## config.mk

```make
export PLATFORM = sky130hd
export DESIGN_NAME = vector_floating_point_mask_sequencer
export DESIGN_NICKNAME = d
export VERILOG_FILES = /design/src/rtl/dragonfang_pkg.sv /design/src/rtl/dragonfang_floating_point_pkg.sv /design/src/rtl/vector_floating_point_mask_sequencer.sv
export SDC_FILE = /design/constraint.sdc
export NUM_CORES = 1
export LEC_CHECK = 0
export CORE_AREA = 2 2 177 179
export CTS_BUF_LIST = sky130_fd_sc_hd__clkbuf_4
export CTS_CLUSTER_DIAMETER = 150
export CTS_CLUSTER_SIZE = 24
export DETAILED_ROUTE_END_ITERATION = 10
export DIE_AREA = 0 0 179 181
export PLACE_DENSITY = 0.7
export SLEW_MARGIN = 20
export SYNTH_ARGS = -nofsm -noshare
export SYNTH_HDL_FRONTEND = slang
export SYNTH_SLANG_ARGS = --single-unit
```

## constraint.sdc

```tcl
create_clock -name clock -period 10.03 [get_ports clock]
set_clock_uncertainty 0.05 [all_clocks]
set_input_delay 2.006 -clock clock [delete_from_list [all_inputs] [get_ports clock]]
set_output_delay 2.006 -clock clock [all_outputs]
set_load 0.02 [all_outputs]
```

## src/rtl/dragonfang_pkg.sv

```systemverilog
// Shared decode types for the dragonfang vector pipeline.
package dragonfang_pkg;

  typedef enum logic [1:0] {
    DISABLED_MODE      = 2'd0,
    ENABLED_32BIT_MODE = 2'd1,
    ENABLED_64BIT_MODE = 2'd2,
    RESERVED_MODE      = 2'd3
  } bit_mode_t;

  localparam int unsigned OPCODE_WIDTH = 6;
  localparam int unsigned REG_WIDTH    = 5;

  typedef struct packed {
    logic [OPCODE_WIDTH-1:0] opcode;
    bit_mode_t               bit_mode;
    logic [REG_WIDTH-1:0]    vd;
    logic [REG_WIDTH-1:0]    vs1;
    logic [REG_WIDTH-1:0]    vs2;
  } execution_vector_t;

endpackage

```

## src/rtl/dragonfang_floating_point_pkg.sv

```systemverilog
// Floating-point vector unit types: beat width and mask sequencer states.
package dragonfang_floating_point_pkg;
  import dragonfang_pkg::*;

  localparam int unsigned BEAT_WIDTH = 64;

  typedef enum logic {
    SEQ_IDLE = 1'b0,
    SEQ_RUN  = 1'b1
  } sequencer_state_t;

endpackage

```

## src/rtl/vector_floating_point_mask_sequencer.sv

```systemverilog
// Walks a captured v0 mask over operand beats, one registered beat per
// handshake, feeding the merge unit with per-beat mask bits and lane enables.
module vector_floating_point_mask_sequencer
  import dragonfang_pkg::*;
  import dragonfang_floating_point_pkg::*;
#(
  parameter int unsigned MAX_ELEMENTS = 64,
  parameter int unsigned VL_WIDTH     = 7
) (
  input  logic                    clock,
  input  logic                    reset,
  input  logic                    start_valid,
  output logic                    start_ready,
  input  execution_vector_t       execution_vector,
  input  logic [VL_WIDTH-1:0]     vl,
  input  logic [MAX_ELEMENTS-1:0] v0_mask,
  input  logic                    operand_valid,
  output logic                    operand_ready,
  input  logic [BEAT_WIDTH-1:0]   vs2_in,
  input  logic [BEAT_WIDTH-1:0]   vs1_in,
  output logic                    beat_valid,
  input  logic                    beat_ready,
  output execution_vector_t       beat_execution_vector,
  output logic [BEAT_WIDTH-1:0]   beat_v0,
  output logic [BEAT_WIDTH-1:0]   beat_vs2,
  output logic [BEAT_WIDTH-1:0]   beat_vs1,
  output logic [1:0]              beat_lane_enable,
  output logic                    beat_last,
  output logic                    done,
  output logic                    mode_error
);

  localparam int unsigned CW = VL_WIDTH + 1;

  sequencer_state_t        state, state_next;
  execution_vector_t       ev_q;
  logic [MAX_ELEMENTS-1:0] mask_q;
  logic [VL_WIDTH-1:0]     beats_remaining;
  logic                    odd_tail_q;

  logic                start_fire, operand_fire, drain_last;
  logic                mode_in_ok, mode_in_32, mode_q_32;
  logic [VL_WIDTH-1:0] vl_clamped, beat_count;
  logic                slice_last;
  logic [1:0]          slice_v0, slice_lane;

  assign start_ready   = (state == SEQ_IDLE);
  assign operand_ready = (state == SEQ_RUN) && (beats_remaining != '0) &&
                         (!beat_valid || beat_ready);

  // Next-state, handshake decode and current mask slice.
  always_comb begin
    state_next = state;
    start_fire   = start_valid && (state == SEQ_IDLE);
    operand_fire = operand_valid && operand_ready;
    drain_last   = beat_valid && beat_ready && beat_last;
    mode_in_32   = (execution_vector.bit_mode == ENABLED_32BIT_MODE);
    mode_in_ok   = mode_in_32 || (execution_vector.bit_mode == ENABLED_64BIT_MODE);
    mode_q_32    = (ev_q.bit_mode == ENABLED_32BIT_MODE);
    vl_clamped   = (32'(vl) > MAX_ELEMENTS) ? VL_WIDTH'(MAX_ELEMENTS) : vl;
    beat_count   = mode_in_32 ? VL_WIDTH'(({1'b0, vl_clamped} + CW'(1)) >> 1)
                              : vl_clamped;
    slice_last   = (beats_remaining == VL_WIDTH'(1));
    slice_v0     = {1'b0, mask_q[0]};
    slice_lane   = 2'b01;

    // Odd vl in 32-bit mode leaves the upper lane of the final beat as tail.
    if (mode_q_32) begin
      slice_v0[1] = mask_q[1] && !(slice_last && odd_tail_q);
      slice_lane  = (slice_last && odd_tail_q) ? 2'b01 : 2'b11;
    end

    case (state)
      SEQ_IDLE: if (start_fire && mode_in_ok && (beat_count != '0)) state_next = SEQ_RUN;
      SEQ_RUN:  if (drain_last) state_next = SEQ_IDLE;
      default:  state_next = SEQ_IDLE;
    endcase
  end

  always_ff @(posedge clock or posedge reset) begin
    if (reset) state <= SEQ_IDLE;
    else       state <= state_next;
  end

  // Operation capture, beat output register and completion pulses.
  always_ff @(posedge clock or posedge reset) begin
    if (reset) begin
      ev_q                  <= '0;
      mask_q                <= '0;
      beats_remaining       <= '0;
      odd_tail_q            <= 1'b0;
      beat_valid            <= 1'b0;
      beat_execution_vector <= '0;
      beat_v0               <= '0;
      beat_vs2              <= '0;
      beat_vs1              <= '0;
      beat_lane_enable      <= '0;
      beat_last             <= 1'b0;
      done                  <= 1'b0;
      mode_error            <= 1'b0;
    end else begin
      done       <= 1'b0;
      mode_error <= 1'b0;

      if (start_fire) begin
        ev_q            <= execution_vector;
        mask_q          <= v0_mask;
        beats_remaining <= mode_in_ok ? beat_count : '0;
        odd_tail_q      <= mode_in_32 && vl_clamped[0];
        if (!mode_in_ok || (beat_count == '0)) begin
          done       <= 1'b1;
          mode_error <= !mode_in_ok;
        end
      end

      if (operand_fire) begin
        beats_remaining       <= beats_remaining - VL_WIDTH'(1);
        mask_q                <= mode_q_32 ? (mask_q >> 2) : (mask_q >> 1);
        beat_valid            <= 1'b1;
        beat_execution_vector <= ev_q;
        beat_v0               <= BEAT_WIDTH'(slice_v0);
        beat_vs2              <= vs2_in;
        beat_vs1              <= vs1_in;
        beat_lane_enable      <= slice_lane;
        beat_last             <= slice_last;
      end else if (beat_ready) begin
        beat_valid <= 1'b0;
      end

      if (drain_last) done <= 1'b1;
    end
  end

endmodule

```

### Yosys cells after proc, flatten, opt, wreduce, memory -nomap -nowiden

Index checks and enable logic that the tools add are counted.

| word-level totals | value |
|---|---|
| output and inout port bits | 223 |
| register bits after elaboration | 255 |
| input port bits | 227 |
| word-level logic and storage cells | 73 |

| cells by class | value |
|---|---|
| bitwise logic cells | 1 |
| order comparisons | 1 |
| muxes and demuxes | 21 |
| equality and inequality tests | 4 |
| reduce and logical (&&, ||, !) cells | 22 |
| add/sub/neg operators | 2 |

Operator list:

| cell | count |
|---|---|
| $mux W64 | 2 |
| $mux W63 | 1 |
| $mux W7 | 5 |
| $reduce_bool A7 Y1 | 2 |
| $logic_and A1 B1 Y1 | 11 |
| $mux W1 | 10 |
| $add A7 B1 Y8 const B | 1 |
| $eq A7 B1 Y1 const B | 1 |
| $gt A7 B7 Y1 const B | 1 |
| $logic_not A7 Y1 | 1 |
| $sub A7 B1 Y7 const B | 1 |
| $eq A2 B1 Y1 const B | 2 |
| $mux W2 | 2 |
| $reduce_bool A2 Y1 | 2 |
| $logic_not A1 Y1 | 3 |
| $logic_or A1 B1 Y1 | 3 |
| $eq A2 B2 Y1 const B | 1 |
| $pmux W1 S2 | 1 |
| $not A1 Y1 | 1 |

### Depth between registers and ports, before layout

| depth | value |
|---|---|
| depth after elaboration | 9 |
| mapped depth | 8 |
| mapped depth without buffers | 7 |

### Worst setup path before layout

Ideal clock, no wire load.

| path | value |
|---|---|
| path kind | input to output |
| start point | input beat_ready |
| end point | output operand_ready |
| required time | 7.974 ns |
| data arrival time | 2.471 ns |
| slack | 5.503 ns |
| buffers on the path | 0 |
| cell stages on the path | 2 |
| path through | nand2b_1 > o211a_1 |

| on the way | value |
|---|---|
| cells in the longest elaborated chain, start to end | 2 |

Ends and longest elaborated chain:

| item | line | source |
|---|---|---|
| start, declared | vector_floating_point_mask_sequencer.sv:22 | `input logic beat_ready,` |
| $logic_or A1 B1 Y1 | vector_floating_point_mask_sequencer.sv:49 | `(!beat_valid \|\| beat_ready);` |
| $logic_and A1 B1 Y1 | vector_floating_point_mask_sequencer.sv:48 | `assign operand_ready = (state == SEQ_RUN) && (beats_remaining != '0) &&` |
| end, declared | vector_floating_point_mask_sequencer.sv:18 | `output logic operand_ready,` |

Every way passes these cells.

### Worst setup path in the final report

Same ends and word-level chain as after synthesis.

==> impl_metrics.prom <==
# TYPE chip_impl_metric gauge
chip_impl_metric{name="global_route_total_usage_across_every_layer",unit="%"} 18.20
chip_impl_metric{name="synth_area_in_compound_gates",unit="%"} 10.61
chip_impl_metric{name="dr_total_vias",unit=""} 8570
chip_impl_info{name="timing_worst_setup_path_type",value="input port to primary output"} 1
chip_impl_info{name="outcome",value="finished clean"} 1
chip_impl_metric{name="synth.mux.area_fraction",unit="%"} 15.44
chip_impl_metric{name="multiInputGateArea",unit="um2"} 4332
chip_impl_metric{name="worst_slew_pin_slew",unit="ps"} 1063
chip_impl_metric{name="drive_gt1_share",unit="%"} 14.29
chip_impl_metric{name="layout.nets",unit=""} 1548
chip_impl_metric{name="drt_iter0_drc",unit=""} 389
chip_impl_info{name="cts_tree",value="done"} 1
chip_impl_metric{name="number_of_cts_inserted_buffers",unit=""} 14
chip_impl_metric{name="layout_worst_path_cycle_share",unit="%"} 56.55
chip_impl_info{name="synth_top_family_by_area",value="multiplexers"} 1
chip_impl_metric{name="power_density",unit="nW/um2"} 299.7
chip_impl_metric{name="m1_gr_usage",unit="%"} 21.16
chip_impl_metric{name="met2_usage",unit="%"} 32.83
chip_impl_metric{name="power.ir.vdd_worst",unit="mV"} 0.1660
chip_impl_metric{name="fin_setup_tns",unit="ps"} 0
chip_impl_metric{name="numPortBuffers",unit=""} 387
chip_impl_metric{name="grt_antenna_before_repair",unit=""} 5
chip_impl_metric{name="synthAdderAreaFrac",unit="%"} 0.5537
chip_impl_metric{name="gp_routability_congestion",unit=""} 0.7828
chip_impl_metric{name="timing.critical_path.fanout_max",unit=""} 4
chip_impl_metric{name="route.detailed.vias_per_inst",unit=""} 4.997
chip_impl_metric{name="drt.antenna.violating_nets",unit=""} 0
chip_impl_metric{name="yosysSeqAreaShare",unit="%"} 56.48
chip_impl_info{name="final_cell_mix",value="sky130_fd_sc_hd__clkdlybuf4s50_1, sky130_fd_sc_hd__dfrtp_1, sky130_fd_sc_hd__nand2_1"} 1
chip_impl_info{name="clock_tree_root",value="sky130_fd_sc_hd__clkbuf_4"} 1
chip_impl_metric{name="dp_hpwl",unit="um"} 21790
chip_impl_metric{name="finalSetupViolCount",unit=""} 0
chip_impl_metric{name="synth.cell_area",unit="um2"} 11300
chip_impl_metric{name="global_route_wire_length_before_repair",unit="um"} 46920
chip_impl_info{name="critPathCaptureType",value="primary output"} 1
chip_impl_metric{name="boundary_pin_count",unit=""} 450
chip_impl_metric{name="fp-row-count",unit=""} 64
chip_impl_metric{name="worstSkewPairLatency",unit="ps"} 700
chip_impl_metric{name="dr.pass1.iters",unit=""} 4
chip_impl_metric{name="timing.final.crit_period",unit="ps"} 5672
chip_impl_info{name="grt_setup_unrepaired",value="no"} 1
chip_impl_metric{name="cts_resized",unit=""} 0
chip_impl_metric{name="worstPathRequired",unit="ps"} 7970
chip_impl_metric{name="critPathArrivalTime",unit="ps"} 3620
chip_impl_metric{name="cts.sink_count",unit=""} 255
chip_impl_metric{name="synth_area_per_cell",unit="um2"} 11.70
chip_impl_info{name="source_of_the_worst_register_to_register_timing_path",value="beats_remaining[0]"} 1
chip_impl_metric{name="synth_simple_gate_area_share",unit="%"} 9.192
chip_impl_metric{name="syn-instance-count",unit=""} 966
chip_impl_metric{name="preCtsSetupSlack",unit="ps"} 4352
chip_impl_metric{name="postCtsHoldBufs",unit=""} 0
chip_impl_metric{name="timing.final.max_slew_violations",unit=""} 0
chip_impl_metric{name="final-instance-count-excl-fill",unit=""} 1715
chip_impl_metric{name="number_of_max_cap_violations",unit=""} 0
chip_impl_metric{name="setup_ws_final",unit="ps"} 4358
chip_impl_metric{name="fp.dieH",unit="um"} 181
chip_impl_metric{name="initial_core_utilization",unit="%"} 37.23
chip_impl_metric{name="route.final.wire_length",unit="um"} 30690
chip_impl_metric{name="max-slew-margin-rel",unit="%"} 29.13
chip_impl_metric{name="placedCellCount",unit=""} 1695
chip_impl_metric{name="postCtsSetupBuffers",unit=""} 0
chip_impl_metric{name="layout.area.seq",unit="um2"} 6381
chip_impl_metric{name="die_w",unit="um"} 179
chip_impl_metric{name="post_synth_num_cell_types",unit=""} 43
chip_impl_info{name="busiest_layer",value="met2"} 1
chip_impl_metric{name="clockBufferDepth",unit=""} 3
chip_impl_metric{name="synthXorXnorAreaFrac",unit="%"} 0.2326
chip_impl_metric{name="clock_tree.htree_level_count",unit=""} 1
chip_impl_metric{name="cts.reportedPaths.clkPinSlew",unit="ps"} 220
chip_impl_metric{name="ys_warn_count",unit=""} 0
chip_impl_metric{name="overflow",unit=""} 0
chip_impl_info{name="timing.hold.worst.class",value="flip-flop to flip-flop"} 1
chip_impl_info{name="critical_path.startpoint",value="beat_ready"} 1
chip_impl_metric{name="final_design_utilization",unit="%"} 50.59
chip_impl_metric{name="synth.ff_latch_count",unit=""} 255
chip_impl_info{name="holdCritStartpoint",value="beat_lane_enable[0]"} 1
chip_impl_metric{name="synthToLayoutAreaGrowth",unit="%"} 35.89
chip_impl_metric{name="hold_depth",unit=""} 1
chip_impl_metric{name="routedWlPerCell",unit="um"} 17.90
chip_impl_metric{name="layout.filler_cells",unit=""} 2706
chip_impl_metric{name="fp.dieArea",unit="um2"} 32400
chip_impl_metric{name="maximum_number_of_pins_on_one_net_before_global_route_repair",unit=""} 144
chip_impl_metric{name="power.static_leakage",unit="uW"} 0.006518
chip_impl_metric{name="max_clock_freq",unit="MHz"} 176.3
chip_impl_metric{name="r2r_cells",unit=""} 7
chip_impl_metric{name="floorplan_core_area",unit="um2"} 30350
chip_impl_metric{name="vias_in_the_first_global_route",unit=""} 8569
chip_impl_metric{name="global_route.usage.met3",unit="%"} 5.156
chip_impl_metric{name="final_hold_viol_count",unit=""} 0
chip_impl_metric{name="post-route-drc-count",unit=""} 0
chip_impl_info{name="mostFrequentLayoutCell",value="sky130_fd_sc_hd__clkdlybuf4s50_1"} 1
chip_impl_info{name="startpoint_type",value="input port"} 1
-- worst max-delay path: stages --
cell,delay (ps)
sky130_fd_sc_hd__clkdlybuf4s50_1,470
sky130_fd_sc_hd__nand2b_1,200
sky130_fd_sc_hd__o211a_1,280
sky130_fd_sc_hd__clkdlybuf4s50_1,650
-- flip-flops by register name, indices dropped and copies added (netlist names) --
name                   flops
beat_vs1                  64
beat_vs2                  64
mask_q                    64
beat_execution_vector     23
ev_q                      23
beats_remaining            7
beat_lane_enable           2
beat_v0                    2
beat_last                  1
beat_valid                 1
done                       1
mode_error                 1
odd_tail_q                 1
state                      1
-- through the flow --
stage,total power (uW),hold WS (ps),area (um2)
after CTS,4661,446.1,15320
after global placement,4207,401.9,15190
final,4601,448.0,15350
after global routing,4915,484.1,15350
after floorplan,3278,388.5,11530
after detailed placement,4271,402.3,15190
-- area by class of cell --
type / count / share of cell area (%)
sequential: 255 / 41.56
multi-input combinational: 639 / 28.21
timing repair buffer: 398 / 25.90
tap: 396 / 3.227
clock buffer: 15 / 0.7334
inverter: 8 / 0.2445
clock inverter: 1 / 0.07334
antenna: 3 / 0.04890
-- worst paths after layout --
kind,end,slack (ps)
hold reg to reg,beat_lane_enable[0],450
setup reg to reg,beat_vs2[19],6330
min in group asynchronous,beat_vs1[55],1650
max in group asynchronous,beat_vs2[33],7100
setup / recovery,operand_ready,4360
hold / removal,beat_lane_enable[0],450
-- cell families after synthesis --
group,after synthesis
AO/OA/AOI/OAI,161
AND/OR/NAND/NOR,253
other,1
adder cells (fa/ha/maj),5
flip-flops,255
buffers and inverters,133
XOR/XNOR,3
multiplexers,155
-- routing by layer --
layer | wire length (um) | share of wire (%)
met2 | 15900 | 52
met1 | 11410 | 37
met5 | 22 | 0.072
met4 | 545 | 1.8
met3 | 2817 | 9.2
-- synthesized netlist by cell type, drive strengths merged --
cell type / instances / area (um2)
a2111oi: 1 / 8.760
a211o: 1 / 8.760
a21boi: 1 / 7.510
a21oi: 69 / 356.6
a221o: 63 / 630.6
a22o: 1 / 8.760
a31oi: 3 / 18.77
a32oi: 1 / 8.760
a41oi: 2 / 17.52
and2: 1 / 6.260
and3: 2 / 12.51
buf: 96 / 704.4
clkbuf: 29 / 108.9
conb: 1 / 3.750
dfrtp: 255 / 6381
ha: 5 / 62.56
inv: 8 / 30.03
mux2: 154 / 1734
mux2i: 1 / 10.01
nand2: 206 / 773.2
nand2b: 7 / 43.79
nand3: 8 / 40.04
nand4: 2 / 12.51
nand4b: 1 / 8.760
nor2: 9 / 33.78
nor2b: 4 / 25.02
nor3: 5 / 25.02
nor4: 2 / 12.51
o2111ai: 2 / 23.77
o211a: 2 / 20.02
o211ai: 3 / 22.52
o21ai: 8 / 40.04
o22ai: 3 / 18.77
o31ai: 1 / 7.510
or3: 2 / 12.51
or3b: 2 / 17.52
or4: 2 / 15.01
xnor2: 3 / 26.28
-- power by group --
group | leakage (uW) | total [uW] | internal (uW) | switching [uW]
clock network | 0.0000751 | 383 | 72.4 | 311
logic | 0.00335 | 2400 | 1210 | 1190
registers | 0.00309 | 1820 | 1520 | 300
total | 0.00652 | 4600 | 2800 | 1800
(Power assumes the default switching activity.)
